--- src/rtl/mem_stage.sv ---
//------------------------------------------------------------------------------
// Module   : mem_stage
// Brief    : RV64 memory stage - ALU passthrough, single-outstanding load/store.
// Revision : 1.0
//------------------------------------------------------------------------------
`default_nettype none

module mem_stage #(
  parameter int XLEN        = 64,
  parameter bit ALIGN_CHECK = 1'b1
) (
  input  logic            clk,
  input  logic            rst_n,
  input  logic            in_valid,
  output logic            in_ready,
  input  logic [XLEN-1:0] in_rd,
  input  logic [4:0]      in_rd_addr,
  input  logic            in_rd_w,
  input  logic            in_load,
  input  logic            in_store,
  input  logic [2:0]      in_func3,
  input  logic [XLEN-1:0] in_store_data,
  output logic            mem_req_valid,
  input  logic            mem_req_ready,
  output logic            mem_req_we,
  output logic [XLEN-1:0] mem_req_addr,
  output logic [XLEN-1:0] mem_req_wdata,
  output logic [7:0]      mem_req_wstrb,
  input  logic            mem_rsp_valid,
  input  logic [XLEN-1:0] mem_rsp_data,
  output logic            wb_valid,
  output logic [XLEN-1:0] wb_rd,
  output logic [4:0]      wb_rd_addr,
  output logic            wb_rd_w,
  output logic            misalign
);

  typedef enum logic [1:0] {
    S_IDLE = 2'd0,
    S_REQ  = 2'd1,
    S_WAIT = 2'd2
  } state_t;

  state_t r_state;
  state_t w_state_nxt;

  logic            w_accept;
  logic            w_is_mem;
  logic            w_is_store;
  logic [2:0]      w_off;
  logic [1:0]      w_size;
  logic            w_misalign;
  logic            w_go_mem;
  logic [7:0]      w_strb_base;
  logic [XLEN-1:0] w_rsp_shift;
  logic [XLEN-1:0] w_load_data;

  logic [2:0]      r_off;
  logic [1:0]      r_size;
  logic            r_unsigned;
  logic [4:0]      r_rd_addr;
  logic            r_rd_w;

  assign in_ready      = (r_state == S_IDLE);
  assign mem_req_valid = (r_state == S_REQ);

  assign w_accept   = in_valid & in_ready;
  assign w_is_mem   = in_load | in_store;
  // A load wins when both load and store are flagged.
  assign w_is_store = in_store & ~in_load;
  assign w_off      = in_rd[2:0];
  assign w_size     = in_func3[1:0];
  assign w_go_mem   = w_accept & w_is_mem & ~w_misalign;

  always_comb begin
    w_misalign  = 1'b0;
    w_strb_base = 8'h01;
    case (w_size)
      2'b00: w_strb_base = 8'h01;
      2'b01: begin
        w_strb_base = 8'h03;
        w_misalign  = w_off[0];
      end
      2'b10: begin
        w_strb_base = 8'h0F;
        w_misalign  = |w_off[1:0];
      end
      default: begin
        w_strb_base = 8'hFF;
        w_misalign  = |w_off;
      end
    endcase
    if (!ALIGN_CHECK) w_misalign = 1'b0;
  end

  // Load data is realigned to bit 0 and then extended from the access size.
  assign w_rsp_shift = mem_rsp_data >> {r_off, 3'b000};

  always_comb begin
    w_load_data = w_rsp_shift;
    case (r_size)
      2'b00:   w_load_data = {{(XLEN-8){~r_unsigned & w_rsp_shift[7]}},   w_rsp_shift[7:0]};
      2'b01:   w_load_data = {{(XLEN-16){~r_unsigned & w_rsp_shift[15]}}, w_rsp_shift[15:0]};
      2'b10:   w_load_data = {{(XLEN-32){~r_unsigned & w_rsp_shift[31]}}, w_rsp_shift[31:0]};
      default: w_load_data = w_rsp_shift;
    endcase
  end

  always_comb begin
    w_state_nxt = r_state;
    case (r_state)
      S_IDLE:  if (w_go_mem)      w_state_nxt = S_REQ;
      S_REQ:   if (mem_req_ready) w_state_nxt = S_WAIT;
      S_WAIT:  if (mem_rsp_valid) w_state_nxt = S_IDLE;
      default:                    w_state_nxt = S_IDLE;
    endcase
  end

  always_ff @(posedge clk or negedge rst_n) begin
    if (!rst_n) r_state <= S_IDLE;
    else        r_state <= w_state_nxt;
  end

  always_ff @(posedge clk or negedge rst_n) begin
    if (!rst_n) begin
      wb_valid      <= 1'b0;
      wb_rd         <= '0;
      wb_rd_addr    <= 5'd0;
      wb_rd_w       <= 1'b0;
      misalign      <= 1'b0;
      mem_req_we    <= 1'b0;
      mem_req_addr  <= '0;
      mem_req_wdata <= '0;
      mem_req_wstrb <= 8'h00;
      r_off         <= 3'd0;
      r_size        <= 2'd0;
      r_unsigned    <= 1'b0;
      r_rd_addr     <= 5'd0;
      r_rd_w        <= 1'b0;
    end else begin
      wb_valid <= 1'b0;
      misalign <= 1'b0;
      case (r_state)
        S_IDLE: begin
          if (w_accept) begin
            if (!w_is_mem) begin
              wb_valid   <= 1'b1;
              wb_rd      <= in_rd;
              wb_rd_addr <= in_rd_addr;
              wb_rd_w    <= in_rd_w & (|in_rd_addr);
            end else if (w_misalign) begin
              wb_valid   <= 1'b1;
              misalign   <= 1'b1;
              wb_rd_addr <= in_rd_addr;
              wb_rd_w    <= 1'b0;
            end else begin
              mem_req_addr  <= {in_rd[XLEN-1:3], 3'b000};
              mem_req_we    <= w_is_store;
              mem_req_wstrb <= w_is_store ? (w_strb_base << w_off) : 8'h00;
              mem_req_wdata <= w_is_store ? (in_store_data << {w_off, 3'b000}) : '0;
              r_off         <= w_off;
              r_size        <= w_size;
              r_unsigned    <= in_func3[2];
              r_rd_addr     <= in_rd_addr;
              r_rd_w        <= in_rd_w;
            end
          end
        end
        S_WAIT: begin
          if (mem_rsp_valid) begin
            wb_valid   <= 1'b1;
            wb_rd_addr <= r_rd_addr;
            if (mem_req_we) begin
              wb_rd_w <= 1'b0;
            end else begin
              wb_rd   <= w_load_data;
              wb_rd_w <= r_rd_w & (|r_rd_addr);
            end
          end
        end
        default: ;
      endcase
    end
  end

endmodule

`default_nettype wire
--- config.mk ---
export PLATFORM = sky130hd
export DESIGN_NAME = mem_stage
export DESIGN_NICKNAME = d
export VERILOG_FILES = /design/src/rtl/mem_stage.sv
export SDC_FILE = /design/constraint.sdc
export NUM_CORES = 1
export LEC_CHECK = 0
export ABC_AREA = 1
export BUFFER_PORTS_ARGS = -buffer_cell sky130_fd_sc_hd__buf_4
export CAP_MARGIN = 5
export CELL_PAD_IN_SITES_DETAIL_PLACEMENT = 0
export CELL_PAD_IN_SITES_GLOBAL_PLACEMENT = 1
export CORE_ASPECT_RATIO = 1.1
export CORE_UTILIZATION = 36
export DETAILED_ROUTE_END_ITERATION = 10
export PLACE_DENSITY_LB_ADDON = 0.2
export SETUP_SLACK_MARGIN = 0.5
export SLEW_MARGIN = 40
export SYNTH_ARGS = -nofsm -noshare
export SYNTH_HDL_FRONTEND = slang
export SYNTH_SLANG_ARGS = --single-unit
--- constraint.sdc ---
create_clock -name clk -period 2.1 [get_ports clk]
set_input_delay 0.21 -clock clk [delete_from_list [all_inputs] [get_ports clk]]
set_output_delay 0.21 -clock clk [all_outputs]
set_load 0.01 [all_outputs]
---- Yosys cells after proc, flatten, opt, wreduce, memory -nomap -nowiden ----
Cells that the tools add are included.
storage, ports and cells
  register bits ........................... 220
  input port bits ......................... 208
cells by class
  eq/ne operators ......................... 13
  shifts and indexed selects .............. 3
  muxes and demuxes ....................... 33
  bitwise logic cells ..................... 13
  reduce and logical (&&, ||, !) cells .... 12
operators with widths
  operator            count
  $mux 64             5
  $pmux 64 s3         1
  $pmux 64 s2         1
  $shl 64x6->64       1
  $shr 64x6->64       1
  $pmux 8 s3          1
  $mux 5              4
  $mux 1              12
  $pmux 5 s2          1
  $reduce_or 5->1     2
  $and 1x1->1         9
  $mux 8              1
  $reduce_and 4->1    2
  $shl 8x3->8         1
  $eq 2x1->1 const B  3
  $eq 2x2->1 const B  3
  $logic_not 2->1     3
  $mux 2              3
  $ne 2x1->1 const B  3
  $ne 2x2->1 const B  3
  $pmux 2 s3          1
  $reduce_and 5->1    1
  $pmux 1 s2          2
  $ne 3x2->1 const B  1
  other kinds (7)     9

---- Depth between registers and ports, before layout ----
  depth after elaboration ................. 6
  depth in mapped cells ................... 13
  depth with buffers taken out ............ 11

---- Worst setup path after synthesis ----
No wires, ideal clock.
  path kind ............................... reg2reg
  start ................................... reg r_state[1]
  end ..................................... reg mem_req_addr[39]
  setup time .............................. 0.130 ns
  arrival time ............................ 1.442 ns
  slack ................................... 0.527 ns
  cell stages (with the launch flop) ...... 9
  path buffers ............................ 2
  path through ............................ dfrtp_1 -> nor2_2 -> nand2_1 -> nor2_1 -> nand2_4 -> buf_4 -> buf_4 -> nand2_1 -> o21ai_1
between the ends
  cells in the longest elaborated chain, start to end .. 3
RTL lines
  element                                RTL line  text
  start: declaration                     44        state_t r_state;
  start signal: assignment               121       else r_state <= w_state_nxt;
  $logic_not 2->1 (*)                    64        assign in_ready = (r_state == S_IDLE);
  net in_ready                           15        output logic in_ready,
  $and 1x1->1                            67        assign w_accept = in_valid & in_ready;
  $reduce_and 4->1 (no source line) (*)  --
  end signal: assignment                 157       mem_req_addr <= {in_rd[XLEN-1:3], 3'b000};
  end: declaration                       26        output logic [XLEN-1:0] mem_req_addr,
Mark *: on every way through the listed nets, which the timed path passes. The rest lies on a longest branch.
A chain may end at the register's enable or synchronous reset.

---- Worst setup path in the final report ----
  start ................................... reg r_off[0]
  end ..................................... reg wb_rd[53]
between the ends
  cells in the longest elaborated chain, start to end .. 6
  elaborated cells between the ends (all ways) .. 8
  those cells by class .................... shift (1); mux (4); bitwise (3)
RTL lines
  element                         RTL line       text
  start: declaration              58             logic [2:0] r_off;
  start signal: assignment        161            r_off <= w_off;
  $shr 64x6->64 (*)               97             assign w_rsp_shift = mem_rsp_data >> {r_off, 3'b000};
  $and 1x1->1 (on tied branches)  104, 102, 103
  $pmux 64 s3 (*)                 101            case (r_size)
  $mux 64 (*)                     173            if (mem_req_we) begin
  $mux 64 (*)                     170            if (mem_rsp_valid) begin
  $pmux 64 s2 (*)                 143            case (r_state)
  end signal: assignment          148            wb_rd <= in_rd;
  end signal: assignment          176            wb_rd <= w_load_data;
  end: declaration                32             output logic [XLEN-1:0] wb_rd,
Every way passes the cells marked *; elsewhere a longest branch is shown, timed or not. The select of a mux whose other input is x is not followed.

==> flow_summary.ini <==
[status]
outcome = complete, no violations

[route]
via_per_inst = 5.37
wirelength_mm = 67.2
remaining_drc_errors = 0
dr.pass1.iters = 6
vias = 16000
avgRoutedWirePerCell_um = 22.5
drtAntennaViolNets = 0
dr.first_iter.drc_count = 1282

[pwr]
p_leak_nw = 11.4
power_density_nw_per_um2 = 1050
share_comb_of_total_power = 0.522
p_seq_frac = 0.280
cellInternalPower_mw = 13.8
power.switching_mw = 9.54
pwr-share-clk = 0.198
peakVddDrop_v = 0.000616
switching_share = 0.410

[final_layout]
layout_common_cells = nand2_1, buf_4, dfrtp_1, nand3_1, inv_1
multi_input_area_um2 = 7750
fin_cells = 2984
area_delta_synth_final_pct = 70.2
fin_nets = 2693
seqCellArea_um2 = 5510
filler_cell_count = 3257
final_common_cell = nand2_1
post_route_cells_drive_above_1_share = 0.377
final_core_util = 0.627

[place]
dp_cells = 2736
port_buffers = 415
hpwl_mm = 39.5
place_congestion = 0.931

[setup_path]
arrival_ps = 2210
cp-start-kind = flop
cp-end-kind = flop
crit_slowest_cell = dfrtp_2
path_class = flop to flop
worstPathRequired_ps = 2540
worstRegToRegCells = 10
slowest_delay_ps = 460
cp_top_family = simple AND/OR/NAND/NOR gates
crit_chain = buf_12, nand2_1, nand3_1, nand2_1, nand2_2, nand3_4, buf_12, nand4_1, nand2_1, nand2_1
crit_buf_inv = 2
cp.depth = 10
cp_max_fo = 10
crit_top_cell = nand2_1

[clocking]
cts_tree = built
clk_path_buf_depth = 3
cts_root_buffer = clkbuf_16
numClockSinks = 220
htree_levels = 1
path_clk_slew_ps = 60
clock_latency_ps = 550
cts_buffers = 26

[sta]
fin_crit_ps = 1770
slew_headroom = 0.531
worst_pin_slew_ps = 696
hold_viol_final = 0
fin_setup_tns_ps = 0
slew_violations = 0
min_period_over_period = 0.844
clock_skew_ps = 8.33
rsz0062_at_grt = yes
timing.fmax_mhz = 564
setup_viol = 0

[floorplan]
ios = 419
rows = 72
die-area_um2 = 37100
die_h_um = 202
die_w_um = 184
initial_core_util = 0.368
core_um2 = 35500

[job]
max_cap_viol_count = 0

[hold_path]
hold_path.class = input pin to flop
holdPathStages = 3

[synthesis]
mappedNetlistArea_um2 = 13100
yosys_warnings = 0
avgSynthCellArea_um2 = 6.76
synth.area.top_cells = dfrtp_1, nand2_1, nand3_1
synthDistinctLibCells = 33
yosysTopAreaCellShare = 0.421
ys_ff_latch = 220
syn_inst = 1932
synth_seq_area_share = 0.421
synth_top_area_cell = dfrtp_1

[global_route]
grt_pass1_vias = 15500
track_usage = 0.343
grt_start_max_net_pins = 81
grt_pass1_wl_mm = 95.6
grt_overflow_total = 0
antenna_found_initial = 1
==> cells in the mapped netlist, drive strengths merged <==
| cell type | count |
|---|---|
| a21oi | 105 |
| a31oi | 1 |
| a32oi | 3 |
| buf | 96 |
| clkbuf | 49 |
| clkinv | 2 |
| conb | 1 |
| dfrtp | 220 |
| inv | 132 |
| mux2i | 5 |
| nand2 | 782 |
| nand3 | 163 |
| nand4 | 41 |
| nor2 | 49 |
| nor3 | 2 |
| o211ai | 20 |
| o21a | 1 |
| o21ai | 241 |
| o22ai | 1 |
| o31ai | 5 |
| or2 | 13 |
==> stage by stage <==
step	setup WS, ps	area [um^2]	power, mW	hold slack (ps)
after floorplan	527	13100	11.0	-85.6
after global placement	210	16700	15.2	118
after detailed placement	215	16700	15.2	120
after CTS	341	20500	21.7	9.07
after global routing	241	22200	24.4	38.6
final	328	22200	23.3	41.1
==> sequential cells by signal, summed over array words and instances (netlist names) <==
name           flops
mem_req_wdata     64
misalign           1
r_rd_addr          5
r_off              3
wb_rd             64
mem_req_addr      61
wb_rd_addr         5
mem_req_wstrb      8
wb_valid           1
r_state            2
mem_req_we         1
r_unsigned         1
wb_rd_w            1
r_size             2
r_rd_w             1
==> power groups by stage <==
stage                     Sequential [mW]  Clock (mW)  Combinational, mW
after detailed placement             6.44           0               8.80
after floorplan                      6.88           0               4.10
after global routing                 6.67        4.84               12.9
final                                6.53        4.60               12.2
after global placement               6.41           0               8.75
after CTS                            6.41        4.69               10.6
==> final cells by class <==
class                   count  area share
diodes                      1    0.000112
well taps                 481      0.0271
repair buffers            661       0.314
flip-flops and latches    220       0.248
inverters                 134      0.0242
multi-input cells        1441       0.348
clock buffers              36      0.0323
repair inverters            1    0.000731
clock inverters             9     0.00562
==> kinds of logic (layout without fill, tap and decap cells) <==
logic type             after synthesis  after routing  share of synthesized area
and+or+nand+nor                   1050           1056                      0.331
AOI/OAI and AO/OA                  377            377                      0.151
buffers and inverters              279            841                     0.0928
muxes                                5              5                    0.00383
DFF                                220            220                      0.421
other                                1              4                   0.000287
==> worst register-to-register path, delay by kind of cell (launching register included) <==
| kind | cells | cell delay, ps |
|---|---|---|
| DFF | 1 | 460 |
| buffers and inverters | 2 | 330 |
| and+or+nand+nor | 8 | 880 |
==> worst paths after layout <==
check                                            startpoint                            end  slack, ps
worst max register to register         r_off[0]$_DFFE_PN0P_          wb_rd[53]$_DFFE_PN0P_        330
worst min register to register  mem_req_addr[7]$_DFFE_PN0P_    mem_req_addr[7]$_DFFE_PN0P_        480
worst min-delay path                       in_store_data[6]   mem_req_wdata[6]$_DFFE_PN0P_         40
max in group asynchronous                             rst_n  mem_req_wdata[60]$_DFFE_PN0P_       1270
worst max-delay path                   r_off[0]$_DFFE_PN0P_          wb_rd[53]$_DFFE_PN0P_        330
min in group asynchronous                             rst_n   mem_req_addr[46]$_DFFE_PN0P_        140
==> per-layer routing <==
layer,share of wire,GRT usage,vias to the layer above
met5,0,0,-
met4,0.055,0.170,0
met3,0.068,0.0477,196
met2,0.50,0.602,775
met1,0.38,0.407,7652
li1,-,-,7396
==> repair_timing <==
action                                  4_1_cts  5_1_grt
pin swaps                                    14       71
resized for setup                           144      326
cloned                                       47       18
hold buffers                                 80        0
setup buffers                                39       18
endpoints found under the setup margin      177      218
endpoints found under the hold margin       301        0
(Power assumes the default switching activity.)
